==> config.mk <==
export PLATFORM = sky130hd
export DESIGN_NAME = i_decode
export DESIGN_NICKNAME = d
export VERILOG_FILES = /design/src/rtl/i_decode.sv
export SDC_FILE = /design/constraint.sdc
export NUM_CORES = 2
export LEC_CHECK = 0
export CORE_MARGIN = 2
export CORE_UTILIZATION = 58
export DETAILED_ROUTE_END_ITERATION = 8
export DONT_BUFFER_PORTS = 1
export PLACE_DENSITY = 0.73
export SLEW_MARGIN = 5
export SYNTH_ARGS = -nofsm -noshare
export SYNTH_HDL_FRONTEND = slang
export SYNTH_SLANG_ARGS = --single-unit
==> constraint.sdc <==
create_clock -name clk -period 1.89 [get_ports clk]
set_clock_uncertainty 0.05 [all_clocks]
set_input_delay 0.2835 -clock clk [delete_from_list [all_inputs] [get_ports clk]]
set_output_delay 0.2835 -clock clk [all_outputs]
set_load 0.02 [all_outputs]
==> src/rtl/i_decode.sv <==
// RV32I decode stage: IF/ID capture, field/immediate decode, register file
// with write-back bypass, and the ID/EX register feeding execute.
module i_decode #(
  parameter logic [31:0] NOP = 32'h0000_0013
) (
  input  logic        clk,
  input  logic        rst,
  input  logic [31:0] if_pc,
  input  logic [31:0] if_instr,
  input  logic        stall,
  input  logic        flush,
  input  logic        wb_en,
  input  logic [4:0]  wb_rd,
  input  logic [31:0] wb_data,
  output logic        id_valid,
  output logic [31:0] id_pc,
  output logic [31:0] id_rs1_data,
  output logic [31:0] id_rs2_data,
  output logic [31:0] id_imm,
  output logic [4:0]  id_rs1,
  output logic [4:0]  id_rs2,
  output logic [4:0]  id_rd,
  output logic [6:0]  id_opcode,
  output logic [2:0]  id_funct3,
  output logic        id_funct7b5,
  output logic        id_reg_write,
  output logic        id_illegal
);

  localparam int unsigned XLEN  = 32;
  localparam int unsigned NREGS = 32;

  localparam logic [6:0] OP_LOAD   = 7'b0000011;
  localparam logic [6:0] OP_FENCE  = 7'b0001111;
  localparam logic [6:0] OP_IMM    = 7'b0010011;
  localparam logic [6:0] OP_AUIPC  = 7'b0010111;
  localparam logic [6:0] OP_STORE  = 7'b0100011;
  localparam logic [6:0] OP_OP     = 7'b0110011;
  localparam logic [6:0] OP_LUI    = 7'b0110111;
  localparam logic [6:0] OP_BRANCH = 7'b1100011;
  localparam logic [6:0] OP_JALR   = 7'b1100111;
  localparam logic [6:0] OP_JAL    = 7'b1101111;
  localparam logic [6:0] OP_SYSTEM = 7'b1110011;

  logic            ifid_valid;
  logic [XLEN-1:0] ifid_pc;
  logic [XLEN-1:0] ifid_instr;

  logic [XLEN-1:0] regs [NREGS];

  logic [6:0]      dec_opcode;
  logic [4:0]      dec_rs1;
  logic [4:0]      dec_rs2;
  logic [4:0]      dec_rd_raw;
  logic [4:0]      dec_rd;
  logic [XLEN-1:0] dec_imm;
  logic            dec_legal;
  logic            dec_wr_class;
  logic            dec_no_rd;
  logic            dec_reg_write;
  logic            wb_hit;
  logic [XLEN-1:0] rs1_val;
  logic [XLEN-1:0] rs2_val;

  // IF/ID register: flush squashes to a NOP bubble, stall holds
  always_ff @(posedge clk or negedge rst) begin
    if (!rst) begin
      ifid_valid <= 1'b0;
      ifid_pc    <= '0;
      ifid_instr <= NOP;
    end else if (flush) begin
      ifid_valid <= 1'b0;
      ifid_pc    <= '0;
      ifid_instr <= NOP;
    end else if (!stall) begin
      ifid_valid <= 1'b1;
      ifid_pc    <= if_pc;
      ifid_instr <= if_instr;
    end
  end

  // Register file write port; x0 is never written and reads as zero
  always_ff @(posedge clk or negedge rst) begin
    if (!rst) begin
      for (int i = 0; i < int'(NREGS); i++) regs[i] <= '0;
    end else if (wb_hit) begin
      regs[wb_rd] <= wb_data;
    end
  end

  assign dec_opcode = ifid_instr[6:0];
  assign dec_rs1    = ifid_instr[19:15];
  assign dec_rs2    = ifid_instr[24:20];
  assign dec_rd_raw = ifid_instr[11:7];
  assign wb_hit     = wb_en && (wb_rd != 5'd0);

  // Opcode classification and immediate formation
  always_comb begin
    dec_imm      = '0;
    dec_legal    = 1'b1;
    dec_wr_class = 1'b0;
    dec_no_rd    = 1'b0;
    case (dec_opcode)
      OP_LOAD, OP_IMM, OP_JALR: begin
        dec_imm      = {{20{ifid_instr[31]}}, ifid_instr[31:20]};
        dec_wr_class = 1'b1;
      end
      OP_SYSTEM, OP_FENCE: begin
        dec_imm = {{20{ifid_instr[31]}}, ifid_instr[31:20]};
      end
      OP_STORE: begin
        dec_imm   = {{20{ifid_instr[31]}}, ifid_instr[31:25], ifid_instr[11:7]};
        dec_no_rd = 1'b1;
      end
      OP_BRANCH: begin
        dec_imm   = {{19{ifid_instr[31]}}, ifid_instr[31], ifid_instr[7],
                     ifid_instr[30:25], ifid_instr[11:8], 1'b0};
        dec_no_rd = 1'b1;
      end
      OP_LUI, OP_AUIPC: begin
        dec_imm      = {ifid_instr[31:12], 12'h000};
        dec_wr_class = 1'b1;
      end
      OP_JAL: begin
        dec_imm      = {{11{ifid_instr[31]}}, ifid_instr[31], ifid_instr[19:12],
                        ifid_instr[20], ifid_instr[30:21], 1'b0};
        dec_wr_class = 1'b1;
      end
      OP_OP: begin
        dec_wr_class = 1'b1;
      end
      default: begin
        dec_legal = 1'b0;
      end
    endcase
  end

  assign dec_rd        = dec_no_rd ? 5'd0 : dec_rd_raw;
  assign dec_reg_write = ifid_valid && dec_legal && dec_wr_class && (dec_rd != 5'd0);

  // Operand read with same-cycle write-back bypass
  always_comb begin
    rs1_val = '0;
    rs2_val = '0;
    if (dec_rs1 != 5'd0) rs1_val = (wb_hit && (wb_rd == dec_rs1)) ? wb_data : regs[dec_rs1];
    if (dec_rs2 != 5'd0) rs2_val = (wb_hit && (wb_rd == dec_rs2)) ? wb_data : regs[dec_rs2];
  end

  // ID/EX register: stall or flush inject an all-zero bubble
  always_ff @(posedge clk or negedge rst) begin
    if (!rst) begin
      id_valid     <= 1'b0;
      id_pc        <= '0;
      id_rs1_data  <= '0;
      id_rs2_data  <= '0;
      id_imm       <= '0;
      id_rs1       <= '0;
      id_rs2       <= '0;
      id_rd        <= '0;
      id_opcode    <= '0;
      id_funct3    <= '0;
      id_funct7b5  <= 1'b0;
      id_reg_write <= 1'b0;
      id_illegal   <= 1'b0;
    end else if (flush || stall) begin
      id_valid     <= 1'b0;
      id_pc        <= '0;
      id_rs1_data  <= '0;
      id_rs2_data  <= '0;
      id_imm       <= '0;
      id_rs1       <= '0;
      id_rs2       <= '0;
      id_rd        <= '0;
      id_opcode    <= '0;
      id_funct3    <= '0;
      id_funct7b5  <= 1'b0;
      id_reg_write <= 1'b0;
      id_illegal   <= 1'b0;
    end else begin
      id_valid     <= ifid_valid;
      id_pc        <= ifid_pc;
      id_rs1_data  <= rs1_val;
      id_rs2_data  <= rs2_val;
      id_imm       <= dec_imm;
      id_rs1       <= dec_rs1;
      id_rs2       <= dec_rs2;
      id_rd        <= dec_rd;
      id_opcode    <= dec_opcode;
      id_funct3    <= ifid_instr[14:12];
      id_funct7b5  <= ifid_instr[30];
      id_reg_write <= dec_reg_write;
      id_illegal   <= !dec_legal;
    end
  end

endmodule

**Word level (Yosys, flattened, before mapping)**

Index checks and enable logic that the tools add are counted.

- Register bits: 1246
- Latch bits: 0
- RAM bits: 0
- Memory bits (read-only): 0
- Input port bits: 106
- Output and inout port bits: 157
- Word-level logic and storage cells: 124
- Memories kept: 0

- $add $sub $neg: 0
- $mul: 0
- Div/mod/pow operators: 0
- Magnitude comparators: 4
- Eq/ne operators: 14
- Shift operators: 0
- Mux-type cells: 37
- Bitwise logic cells: 3
- Reductions and logical operators: 18

Operator list:

| operator | number |
|---|---|
| bitwise mux 1024 bit | 1 |
| two-way mux 32 bit | 17 |
| binary-select mux 32 bit (select 5 bit) | 2 |
| demux 32 bit (select 5 bit) | 1 |
| case mux 32 bit (5 select lines) | 1 |
| equality test 7 bit, second input constant | 4 |
| equality test 7 x 6 -> 1 bit, second input constant | 3 |
| two-way mux 5 bit | 4 |
| nonzero test 5 bit | 4 |
| greater-or-equal comparator 6 bit, second input constant | 3 |
| inverter 5 -> 6 bit | 3 |
| equality test 7 x 5 -> 1 bit, second input constant | 2 |
| OR reduction 11 bit | 1 |
| equality test 5 bit | 2 |
| two-way mux 1 bit | 9 |
| equality test 7 x 2 -> 1 bit, second input constant | 1 |
| equality test 7 x 4 -> 1 bit, second input constant | 1 |
| logical AND 1 bit | 7 |
| two-way mux 7 bit | 1 |
| OR reduction 7 bit | 1 |
| less-than comparator 6 x 1 -> 1 bit, second input constant | 1 |
| OR reduction 5 bit | 1 |
| OR reduction 2 bit | 2 |
| two-way mux 3 bit | 1 |
| other kinds (3) | 3 |

**Logic depth before layout (Yosys ltp)**

- Depth after elaboration: 7
- Gate-level depth with buffers: 9
- Depth with buffers taken out: 5

**Worst setup path before layout**

OpenSTA, ideal clock, no wires.

- Path kind: reg2reg
- Start: register ifid_instr[19]
- End: register id_rs1_data[14]
- Arrival time: 1.769 ns
- Data required time: 1.719 ns
- Setup slack: -0.050 ns
- Stages on the path, launching flop included: 9
- Period minus slack after synthesis: 1.940 ns
- Path through: dfrtp_1 > buf_6 > or2_1 > buf_2 > o41a_4 > and2_4 > buf_6 > buf_6 > a22o_1

- Word-level cells in the longest chain between the ends: 7
- Elaborated cells between the ends (all ways): 10
- Classes of those cells: eq/ne (1); mux (6); bitwise (1); reduce/logical (2)

RTL lines:

| item | line | source |
|---|---|---|
| start, declared | 47 | `logic [XLEN-1:0] ifid_instr;` |
| start signal, assigned | 78 | `ifid_instr <= if_instr;` |
| inverter 5 -> 6 bit (not written as such) | 145 | `if (dec_rs1 != 5'd0) rs1_val = (wb_hit && (wb_rd == dec_rs1)) ? wb_data : regs[dec_rs1];` |
| binary-select mux 32 bit (select 5 bit) | 145 |  |
| two-way mux 32 bit (not written as such) (2 in a row) | 145 |  |
| two-way mux 32 bit | 145 |  |
| two-way mux 32 bit (*) | 145 |  |
| two-way mux 32 bit (*) | 165 | `end else if (flush \|\| stall) begin` |
| end signal, assigned | 182 | `id_rs1_data <= rs1_val;` |
| end, declared | 17 | `output logic [31:0] id_rs1_data,` |

Every way passes the cells marked *; elsewhere a longest branch is shown, timed or not. The select of a mux whose other input is x is not followed.
A chain may end at the register's enable or synchronous reset.

**Worst setup path after layout**

- Start: register ifid_instr[20]
- End: register id_rs2_data[31]

- Word-level cells in the longest chain between the ends: 7
- Elaborated cells between the ends (all ways): 10
- Classes of those cells: eq/ne (1); mux (6); bitwise (1); reduce/logical (2)

RTL lines:

| item | line | source |
|---|---|---|
| inverter 5 -> 6 bit (not written as such) | 146 | `if (dec_rs2 != 5'd0) rs2_val = (wb_hit && (wb_rd == dec_rs2)) ? wb_data : regs[dec_rs2];` |
| binary-select mux 32 bit (select 5 bit) | 146 |  |
| two-way mux 32 bit (not written as such) (2 in a row) | 146 |  |
| two-way mux 32 bit | 146 |  |
| two-way mux 32 bit (*) | 146 |  |
| two-way mux 32 bit (*) | 165 |  |
| end signal, assigned | 183 | `id_rs2_data <= rs2_val;` |
| end, declared | 18 | `output logic [31:0] id_rs2_data,` |

Marks and branches as above.

==> results.py <==
metrics = {
    "routing": {
        "drtPass1Iterations": 6,
        "post_route_antenna_net_violation_count": 0,
        "drt_first_iter_violations": 6404,
        "totalWireLength_mm": 225,
        "route.detailed.vias_per_inst": 6.99,
        "num_vias": 47700,
        "wl_per_cell_um": 33.0,
        "drc": 0,
    },
    "synthesis": {
        "mappedNetlistArea_um2": 63700,
        "yosys-top-cells-area": "sky130_fd_sc_hd__dfrtp_1 (49%), sky130_fd_sc_hd__mux2_2 (17%), sky130_fd_sc_hd__mux2i_1 (14%)",
        "synthesis.yosys.warnings": 0,
        "yosysSeqAreaShare_pct": 49.0,
        "synth_ff_type": "sky130_fd_sc_hd__dfrtp_1",
        "number_of_synthesized_flops_with_an_enable_pin": 0,
        "synthMuxAreaShare_pct": 36.1,
        "yosys.area_share.simple_pct": 3.15,
        "synth_compound_area_share_pct": 7.63,
        "yosys_register_bits": 1246,
        "async_flop_share_pct": 100,
        "postSynthAreaPerCell_um2": 13.1,
        "synth_xor_xnor_area_share_pct": 0.151,
        "netlist.top_cell.by_area": "sky130_fd_sc_hd__dfrtp_1",
        "synthesis.nets": 4964,
        "synth_adder_area_share_pct": 0,
        "post_synth_inst_count": 4858,
        "ys_types": 60,
        "combinational_family_with_the_most_area_after_synthesis": "multiplexers",
        "proportion_of_netlist_area_held_by_the_largest_area_contributor_pct": 48.8,
    },
    "grt": {
        "maximum_number_of_pins_on_one_net_before_global_route_repair": 1247,
        "groute.usage.overall_pct": 38.1,
        "grt_pass1_wl_mm": 317,
        "antenna_found_initial": 7,
        "first_global_vias": 47700,
        "globalRouteOverflowTotal": 0,
    },
    "critical_path": {
        "cpLargestDelayFamily": "compound AO/OA/AOI/OAI gates",
        "worstPathArrival_ns": 2.96,
        "worstSetupEndpointType": "flop",
        "critical_path.cell_chain": "buf_12, buf_16, buf_16, buf_12, mux2i_1, a22oi_1, a21oi_2, a2111oi_2, a22o_1",
        "rrSetupSlack_ns": -0.44,
        "timing.setup.critical_path_class": "flop to flop",
        "r2r.worst_path.cells": 9,
        "required_ns": 2.52,
        "crit_path_top_delay_cell": "sky130_fd_sc_hd__dfrtp_4",
        "worstPathBufferInverterCount": 4,
        "worst_path_largest_cell_delay_ns": 0.53,
        "r2r_end": "id_rs2_data[31]$_DFF_PN0_",
        "critical_path.startpoint_type": "flop",
        "critical_path.max_fanout": 8,
        "regToRegStartpoint": "ifid_instr[20]$_DFFE_PN0P_",
    },
    "clock_network": {
        "clock_tree.root_cell": "sky130_fd_sc_hd__clkbuf_16",
        "clk_path_buf_depth": 3,
        "clkSlewWorstSetupHoldPaths_ns": 0.06,
        "tritoncts": "yes",
        "cts_inserted_buffers": 134,
        "cts.sinks": 1246,
        "htree_levels": 4,
        "clock_insertion_delay_at_the_later_pin_of_the_skew_report_ns": 0.76,
    },
    "die": {
        "die_w_um": 335,
        "core_area_um2": 109000,
        "initial_utilization_pct": 58.5,
        "num_io_pins": 263,
        "floorplan.die.height_um": 335,
        "die_area_um2": 112000,
        "core.rowCount": 121,
    },
    "outcome": {
        "status": "finished with violations",
        "failed_checks": "negative hold slack, negative setup slack",
    },
    "power": {
        "power_leakage_uw": 0.0343,
        "total_power_after_layout_uw": 78100,
        "vdd_ir_drop_max_mv": 0.935,
        "powerDensity_nw_per_um2": 987,
    },
    "timing": {
        "slew_headroom_pct": 13.1,
        "fmax_mhz": 429,
        "timing.final.max_slew_violations": 0,
        "rsz0062_at_grt": "yes",
        "period_needed_ns": 2.33,
        "setup_ws_ns": -0.439,
        "setup_viol": 83,
        "report.final.hold_viol_count": 364,
        "finalSetupTns_ns": -21.97,
        "hold_ws_ns": -0.604,
        "finalCritPeriodShare_pct": 123,
        "worst_slew_pin_tran_ns": 1.30,
    },
    "min_path": {
        "tightest_hold_check_type": "input port to asynchronous set/reset pin",
    },
    "placement": {
        "port_buffers": 0,
        "preCtsSetupSlack_ns": -0.694,
        "dpl.hpwl_mm": 125,
        "place_congestion": 0.882,
        "placedCellCount": 6154,
    },
    "final_layout": {
        "fillCellCount": 6722,
        "most_frequent_standard_cell_in_the_layout_excluding_fill_and_tap_cells": "sky130_fd_sc_hd__dfrtp_1",
        "fin_cells": 6821,
        "commonest_cells_after_routing_fill_and_taps_aside": "sky130_fd_sc_hd__dfrtp_1 (1233), sky130_fd_sc_hd__mux2_2 (960), sky130_fd_sc_hd__mux2i_1 (879)",
        "post_route_cells_drive_above_1_share_pct": 39.1,
        "sequential_cell_area_um2": 31200,
        "multiInputGateArea_um2": 31300,
        "area_delta_synth_final_pct": 24.3,
        "final_nets": 5406,
    },
    "job": {
        "max_cap_viol_count": 0,
    },
}
==> synth_stat cells (5+ instances only) <==
master,number
sky130_fd_sc_hd__buf_2,132
sky130_fd_sc_hd__nor2b_1,10
sky130_fd_sc_hd__a2111oi_0,15
sky130_fd_sc_hd__dfrtp_1,1243
sky130_fd_sc_hd__buf_1,66
sky130_fd_sc_hd__mux2i_1,896
sky130_fd_sc_hd__nor2_1,93
sky130_fd_sc_hd__o22ai_1,30
sky130_fd_sc_hd__a22o_1,34
sky130_fd_sc_hd__nand2_1,98
sky130_fd_sc_hd__xnor2_1,5
sky130_fd_sc_hd__and3_1,8
sky130_fd_sc_hd__nor2_2,7
sky130_fd_sc_hd__nand3_1,98
sky130_fd_sc_hd__mux4_2,124
sky130_fd_sc_hd__nor3b_1,5
sky130_fd_sc_hd__xor2_1,6
sky130_fd_sc_hd__clkbuf_1,221
sky130_fd_sc_hd__mux2_2,961
sky130_fd_sc_hd__o21ai_0,7
sky130_fd_sc_hd__o221a_2,31
sky130_fd_sc_hd__buf_4,55
sky130_fd_sc_hd__a21oi_1,142
sky130_fd_sc_hd__buf_6,33
sky130_fd_sc_hd__nor3_1,5
sky130_fd_sc_hd__a22oi_1,368
sky130_fd_sc_hd__a2111oi_2,14
sky130_fd_sc_hd__mux2_1,34
sky130_fd_sc_hd__and2_1,64
==> logic make-up after synthesis <==
group | after synthesis
buffers and inverters | 514
DFF | 1246
AOI/OAI and AO/OA | 661
xor gates and xnor gates | 11
muxes | 2015
and+or+nand+nor | 411
==> where the power goes <==
group          leakage, µW  internal (µW)  switching (µW)
registers           0.0161          31000            3850
clock network      0.00220          15800           11200
logic               0.0159           8960            7230
total               0.0343          55800           22300
==> worst reg2reg max path, cell delays in order (launching register included) <==
cell and delay, ns:
sky130_fd_sc_hd__dfrtp_4 0.53, sky130_fd_sc_hd__buf_12 0.19, sky130_fd_sc_hd__buf_16 0.18, sky130_fd_sc_hd__buf_16 0.16, sky130_fd_sc_hd__buf_12 0.14, sky130_fd_sc_hd__mux2i_1 0.14
sky130_fd_sc_hd__a22oi_1 0.28, sky130_fd_sc_hd__a21oi_2 0.11, sky130_fd_sc_hd__a2111oi_2 0.31, sky130_fd_sc_hd__a22o_1 0.19
==> layer usage <==
layer	global-route usage (%)	routed length (µm)
met1	49.5	83500
met2	58.5	101000
met3	9.70	24700
met4	21.6	15400
met5	0	42
==> metrics by stage <==
step	instance area, µm²	util (%)
floorplan	63700	-
global placement	67800	62.3
detailed placement	67800	62.3
CTS	77000	70.7
global route	79100	72.7
finish	79100	72.7
==> cell type report <==
cell class	instances	area share, %
Clock inverter	35	0.599
Sequential cell	1246	39.4
Timing Repair Buffer	812	13.1
Clock buffer	199	5.03
Inverter	4	0.0190
Antenna cell	9	0.0285
Multi-Input combinational cell	3102	39.6
Tap cell	1414	2.24
==> sequential cells by signal, indices dropped and copies added (netlist names), 7 cells and up <==
register / count
id_opcode: 7
id_pc: 32
id_rs1_data: 32
ifid_pc: 32
id_rs2_data: 32
regs: 1024
id_imm: 32
ifid_instr: 32
==> worst max-delay path by stage <==
stage / to / from / cells past startpoint / slack, ns
2_1_floorplan: id_rs1_data[14]$_DFF_PN0_ / ifid_instr[19]$_DFFE_PN0P_ / 8 / -0.05
3_3_place_gp: id_rs2_data[31]$_DFF_PN0_ / ifid_instr[20]$_DFFE_PN0P_ / 5 / -0.71
3_5_place_dp: id_rs2_data[11]$_DFF_PN0_ / ifid_instr[20]$_DFFE_PN0P_ / 5 / -0.69
4_1_cts: id_rs2_data[30]$_DFF_PN0_ / ifid_instr[20]$_DFFE_PN0P_ / 9 / -0.35
5_1_grt: id_rs2_data[31]$_DFF_PN0_ / ifid_instr[20]$_DFFE_PN0P_ / 9 / -0.48
6_report: id_rs2_data[31]$_DFF_PN0_ / ifid_instr[20]$_DFFE_PN0P_ / 9 / -0.44
==> what timing repair did <==
action | CTS | global route
hold buffers | 294 | 2
cloned | 18 | 27
endpoints found under the setup margin | 64 | 694
resized for setup | 155 | 239
buffers inserted | 46 | 33
hold endpoints to repair | 2374 | 257
pin swaps | 65 | 154
(Power assumes the default switching activity.)
